## src/rtl/phy_pkg.sv

```systemverilog
// Shared PHY constants: comma character, sync length and serializer/deserializer state encoding.
package phy_pkg;

    localparam int unsigned BYTE_W     = 8;
    localparam int unsigned BIT_CNT_W  = 3;
    localparam int unsigned COM_CNT_W  = 3;

    localparam logic [BYTE_W-1:0] COM_CHAR_DEFAULT   = 8'hBC;
    localparam int unsigned       SYNC_COUNT_DEFAULT = 4;

    // Link state encoding, kept as plain constants for compatibility with older tools
    localparam logic [0:0] ST_SYNC = 1'b0;
    localparam logic [0:0] ST_DATA = 1'b1;

endpackage

```

## src/rtl/paralelo_serial.sv

```systemverilog
// Byte-to-bit serializer: sends a comma preamble after reset, then user bytes MSB first,
// filling idle byte slots with the comma character.
module paralelo_serial
    import phy_pkg::*;
#(
    parameter logic [BYTE_W-1:0] COM_CHAR   = COM_CHAR_DEFAULT,
    parameter int unsigned       SYNC_COUNT = SYNC_COUNT_DEFAULT
) (
    input  logic              clk_32f,
    input  logic              reset,
    input  logic [BYTE_W-1:0] data_in,
    input  logic              valid_in,
    output logic              ready_out,
    output logic              data_out,
    output logic              sync_done
);

    localparam logic [BIT_CNT_W-1:0] LAST_BIT   = BIT_CNT_W'(7);
    localparam logic [COM_CNT_W-1:0] SYNC_LIMIT = COM_CNT_W'(SYNC_COUNT);

    logic [BIT_CNT_W-1:0] bit_cnt, bit_cnt_nxt;
    logic [BYTE_W-1:0]    shreg, shreg_nxt;
    logic [COM_CNT_W-1:0] com_cnt, com_cnt_nxt;
    logic [0:0]           state, state_nxt;
    logic                 sync_done_nxt;
    logic                 ready_nxt;
    logic                 load_slot;

    // Next-state logic: bit counter, shift/load of the byte register and SYNC->DATA progression
    always_comb begin
        bit_cnt_nxt   = bit_cnt + BIT_CNT_W'(1);
        shreg_nxt     = {shreg[BYTE_W-2:0], 1'b0};
        com_cnt_nxt   = com_cnt;
        state_nxt     = state;
        sync_done_nxt = sync_done;
        load_slot     = (bit_cnt == LAST_BIT);

        if (load_slot) begin
            case (state)
                ST_SYNC: begin
                    shreg_nxt   = COM_CHAR;
                    com_cnt_nxt = com_cnt + COM_CNT_W'(1);
                    if (com_cnt_nxt == SYNC_LIMIT) begin
                        state_nxt     = ST_DATA;
                        sync_done_nxt = 1'b1;
                    end
                end
                default: begin
                    shreg_nxt = valid_in ? data_in : COM_CHAR;
                end
            endcase
        end

        // Slot-open flag is a function of state and bit position only, never of valid_in
        ready_nxt = (state_nxt == ST_DATA) && (bit_cnt_nxt == LAST_BIT);
    end

    // State and datapath registers with synchronous active-low reset
    always_ff @(posedge clk_32f) begin
        if (!reset) begin
            bit_cnt   <= '0;
            shreg     <= '0;
            com_cnt   <= '0;
            state     <= ST_SYNC;
            sync_done <= 1'b0;
            ready_out <= 1'b0;
        end else begin
            bit_cnt   <= bit_cnt_nxt;
            shreg     <= shreg_nxt;
            com_cnt   <= com_cnt_nxt;
            state     <= state_nxt;
            sync_done <= sync_done_nxt;
            ready_out <= ready_nxt;
        end
    end

    assign data_out = shreg[BYTE_W-1];

endmodule
```

## config.mk

```make
export PLATFORM = sky130hd
export DESIGN_NAME = paralelo_serial
export DESIGN_NICKNAME = d
export VERILOG_FILES = /design/src/rtl/phy_pkg.sv /design/src/rtl/paralelo_serial.sv
export SDC_FILE = /design/constraint.sdc
export NUM_CORES = 1
export LEC_CHECK = 0
export CAP_MARGIN = 20
export CORE_MARGIN = 2
export CORE_UTILIZATION = 30
export CTS_BUF_LIST = sky130_fd_sc_hd__clkbuf_8
export DETAILED_ROUTE_END_ITERATION = 16
export DONT_BUFFER_PORTS = 1
export SLEW_MARGIN = 25
export SYNTH_ARGS = -nofsm -noshare
export SYNTH_HDL_FRONTEND = slang
export SYNTH_SLANG_ARGS = --single-unit
```

## constraint.sdc

```tcl
create_clock -name clk_32f -period 1.5 [get_ports clk_32f]
set_clock_uncertainty 0.1 [all_clocks]
set_input_delay 0.225 -clock clk_32f [delete_from_list [all_inputs] [get_ports clk_32f]]
set_output_delay 0.225 -clock clk_32f [all_outputs]
set_load 0.02 [all_outputs]
```

# == Yosys cells after proc, flatten, opt, wreduce, memory -nomap -nowiden ==
# Index checks and enable logic that the tools add are counted.
# word_totals
register_bits,17
inputBits,11
out_inout_bits,3
wordCells,23
# classes
add_sub_neg,2
n_eq_ne,3
n_mux,6
n_bitwise,1
n_reduce_logical,4
# op_table
cell,count
two-way mux 8 bit,3
equality test 3 bit (second input constant),3
adder 3 x 1 -> 3 bit (second input constant),2
AND reduction 4 bit,1
two-way mux 1 bit,3
AND reduction 3 bit,1
AND reduction 2 bit,1
logical AND 1 bit,1
NOT 1 bit,1

# == Logic depth before layout (Yosys ltp) ==
# logic_depth
depth_word,6
depth_mapped,6
mapped_depth_nobuf,5

# == Least setup slack after synthesis ==
# OpenSTA, ideal clock, no wires.
# synth_timing
kind,reg-to-reg
startpoint,reg bit_cnt[0]
endpoint,reg com_cnt[0]
setup_time_ns,0.115
t_arrival_ns,1.227
required_ns,1.285
path_slack_ns,0.058
path_stages_with_launch,7
n_path_buf,1
period_less_slack_ns,1.442
cell_sequence,dfxtp_1 -> ha_1 -> ha_1 -> buf_6 -> and2b_4 -> xor2_1 -> and2_1
# synth_via
elab_chain_cells,2
# synth_lines
item,line,rtl
"start, declared",paralelo_serial.sv:21,"logic [BIT_CNT_W-1:0] bit_cnt, bit_cnt_nxt;"
"start signal, assigned",paralelo_serial.sv:68,bit_cnt <= bit_cnt_nxt;
equality test 3 bit,paralelo_serial.sv:36,load_slot = (bit_cnt == LAST_BIT);
AND reduction 2 bit (no line),-,
"end signal, assigned",paralelo_serial.sv:70,com_cnt <= com_cnt_nxt;
"end, declared",paralelo_serial.sv:23,"logic [COM_CNT_W-1:0] com_cnt, com_cnt_nxt;"
# No other way between the ends.
# A chain may end at the register's enable or synchronous reset.

# == Worst setup path in the final report ==
# Same ends and word-level chain as after synthesis.

==> results.txt <==
- Run status: completed
- For this run, the share of the core covered by cells in the final layout is 34.72%.
- In this run the count of I/O pins placed on the die edge is 14.
* Initial antenna violation count: 0
- Required time reported for the critical path endpoint: ~1.5 ns
* Minimum setup slack among reg-to-reg paths: 0.07 ns
- Vias in the first global route: 431
- Crit start category: flop
- After the last flow step, the layout net total stands at 90.
- Number of library cell types mapped by synthesis: 20
- Critical R2R Launch: bit_cnt[0]
* TritonCTS clock tree: built
- For this design the static power due to leakage is 0.3128 nW.
* Endpoint kind of the worst setup timing path: flop
- Ranked by total cell area, the synthesized netlist is headed by sky130_fd_sc_hd__dfxtp_1 (50%), sky130_fd_sc_hd__ha_1 (9.3%), sky130_fd_sc_hd__and2_1 (4.6%).
- Post-synthesis sequential area ratio: 50.37%
* Comb power frac: 2.3%
- Worst Hold Margin: between 0.008 and 0.009 ns
- In this run switching power makes up 19.34% of total power.
- Syn_area_per_cell: between 9 and 10 µm²
- In this run the tool buffered the top-level ports with 0 buffer cells.
* Number of synthesized register bits: 17
- Relative slew slack: 82.07%
* Mapped cell area: 675.6 µm²
- Of all flip-flops after synthesis, the portion carrying an async set or reset was 0%.
- Data arrives at the worst endpoint at 1.47 ns.
- For the pin with the worst max-slew slack, the measured transition is about 0.27 ns.
* Synthesized instance count: 70
- In the post-route analysis, the smallest setup slack over all paths is 0.07451 ns.
- Routability-driven placement finished with a final weighted congestion of 0.7469.
- CTS built an H-tree with a depth of 1.
- The number of hold violations in the final report came to 0.
- Worst-path maximum fanout: 4
- Via total after detailed routing: roughly 450
- Ranked by instance count, the synthesized netlist is headed by sky130_fd_sc_hd__dfxtp_1 (17), sky130_fd_sc_hd__nor2_1 (7).
* Clock slew at the register clock pins of the worst setup and hold paths: 0.06 ns
- Number of placed cells counting well taps: 96
- Total die area: 0.002648 mm²
- The tool flagged a number of max-cap violations equal to 0.
* Max Freq: 0.7015 GHz
- The die is 51.46 µm wide.
- Tracing the worst setup path back leads to its startpoint at bit_cnt[0].
* Dominant register cell in the synthesized netlist: sky130_fd_sc_hd__dfxtp_1
- The first global-routing pass estimated roughly 1900 µm of wire.
* Design Area, Final: 753.2 µm²
* Syn_nets: 86
- Of the cells placed in the final design, the portion with a size suffix greater than 1 is 6.849%.
* TNS Setup: 0 ns
- After the flow finishes, the layout carries non-filler instances totaling 101.
- Of the post-synthesis cell area, the dominant cell type holds 50.37%.
- Fin crit share: 95.03%
- Counting cells, the worst reg-to-reg path comes to 5.
- Measured along the y axis, the die boundary spans 51.46 µm.
- In this run the standard cell core region covers 0.002170 mm².
- Switching component of the power: about 160 µW
* DRT Pass-1 Iters: 4
- Once the floorplan was initialized, standard cells occupied 31.14% of the core.
* Post-route DRC violation count: 0
- For this run, the number of Yosys warnings is 0.
- Number of enable-type register cells in the synthesized netlist: 0
- Avg Vias per Cell: between 4 and 5
- Worst slack, placed: 0.09451 ns
* Critical register-to-register path endpoint: com_cnt[0]
- Power density of the placed cells: between 1000 and 1500 mW/mm²
- IR analysis of the VDD net gives a maximum drop of about 0.00064 V.
- In this run the remaining antenna-violating nets after routing total 0.
- Setup crit end: com_cnt[0]
- Global routing used 9.743% of the available tracks.
* Shortest period the worst path allows: about 1.4 ns
- Relative contribution of sequential cells to total power: 57.4%
- The biggest area contributor in the post-synthesis netlist is sky130_fd_sc_hd__dfxtp_1.
* Number of buffers created by CTS: 3
- 0 antenna diodes ended up in the layout.
* Total cell area at the placement stage: 694.4 µm²
- Relative to the synthesized area, the layout overhead comes to 11.48%.
* Cell-internal power: roughly 650 µW
- The final layout contains routed wiring with a total length of 1074 µm.
- The clock passes through at most 2 buffers.
* Drt initial violations: 2
- CP Class: flop to flop
* Hold Path Origin: reset
* Part of the total power dissipated in the clock network: ~40%
* Placed wire-length estimate after detailed placement: 744.4 µm
* CTS sink count: 17
- After layout, the design draws a total of between 800 and 900 µW.
* Setup repair after global routing missed its margin: false
- Standard-cell row count: 17
* Wirelength per Cell: 10.63 µm
* Pins Over Slew Limit: 0
- # setup viols final: 0
* Clock tree root driver cell: sky130_fd_sc_hd__clkbuf_8
- In this run the worst hold path is classified as input pin to flop.
* Remaining Overflow, GRT: 0
- At the later pin of the worst-skew pair, clock insertion delay measures 0.24 ns.
* Maximum number of pins on one net before global-route repair: 16
- sky130_fd_sc_hd__dfxtp_1 is the most common cell in the netlist.
area by class of cell:
cell class,instances,area [µm²]
inverter,3,11.26
fill,242,1416
clock buffer,3,41.29
tap,28,35.03
multi-input combinational,47,300.3
timing repair buffer,2,21.27
sequential,17,340.3
clock inverter,1,3.754
power groups by stage:
stage	combinational (mW)	clock [mW]	sequential [mW]
2_1_floorplan	0.0163	0	0.473
3_3_place_gp	0.0149	0	0.473
3_5_place_dp	0.0151	0	0.474
4_1_cts	0.0190	0.339	0.464
5_1_grt	0.0234	0.361	0.464
6_report	0.0187	0.325	0.464
cells in the final DEF (no fill, tap or decap):
cell	synthesis	final
sky130_fd_sc_hd__a21oi_1	5	5
sky130_fd_sc_hd__a31oi_1	2	2
sky130_fd_sc_hd__and2_1	5	5
sky130_fd_sc_hd__and2b_4	1	1
sky130_fd_sc_hd__buf_6	1	1
sky130_fd_sc_hd__clkbuf_8	0	3
sky130_fd_sc_hd__dfxtp_1	17	17
sky130_fd_sc_hd__dlygate4sd3_1	0	1
sky130_fd_sc_hd__ha_1	5	5
sky130_fd_sc_hd__inv_1	3	4
sky130_fd_sc_hd__mux2i_1	1	1
sky130_fd_sc_hd__nand2_1	4	4
sky130_fd_sc_hd__nand3_1	1	1
sky130_fd_sc_hd__nand3b_1	1	1
sky130_fd_sc_hd__nor2_1	7	7
sky130_fd_sc_hd__nor2b_1	5	5
sky130_fd_sc_hd__o21ai_0	5	5
sky130_fd_sc_hd__o22ai_1	2	2
sky130_fd_sc_hd__xnor2_1	1	1
sky130_fd_sc_hd__xor2_1	2	2
timing repair:
action / in CTS / in global routing
endpoints found under the hold margin: 5 / 0
hold buffers: 1 / 0
resized for setup: 0 / 1
setup buffers: 0 / 0
setup endpoints to repair: 0 / 1
routing by layer:
layer | global-route usage, % | up-vias | part of all wire [%]
met5 | 0 | - | 0
met4 | 1.316 | 0 | 0
met3 | 5.556 | 0 | 8.7
met2 | 15.38 | 15 | 45
met1 | 11.78 | 202 | 46
li1 | - | 236 | -
worst max-delay path, stage by stage, from the launching register on:
cell	delay, ns
sky130_fd_sc_hd__dfxtp_1	0.33
sky130_fd_sc_hd__ha_1	0.20
sky130_fd_sc_hd__ha_1	0.23
sky130_fd_sc_hd__and2b_4	0.20
sky130_fd_sc_hd__xor2_1	0.13
sky130_fd_sc_hd__and2_1	0.15
kinds of logic after synthesis:
group / synth area share, %
AO/OA/AOI/OAI: 11.11
XOR/XNOR: 3.890
adder cells (fa/ha/maj): 9.259
buffers and inverters: 5.185
flip-flops: 50.37
multiplexers: 1.482
AND/OR/NAND/NOR: 18.70
sequential cells by signal, indices dropped and copies added (netlist names):
register   cells
shreg          8
bit_cnt        3
com_cnt        3
ready_out      1
state          1
sync_done      1
how the worst min path moves through the flow:
stage,endpoint,slack [ns],cells past startpoint
floorplan,bit_cnt[1],0.25,1
global placement,shreg[6],0.25,1
detailed placement,com_cnt[2],0.25,1
CTS,state,0.00006,1
global route,bit_cnt[0],0.004,1
finish,state,0.009,1
Power figures use the tool's default switching activity.
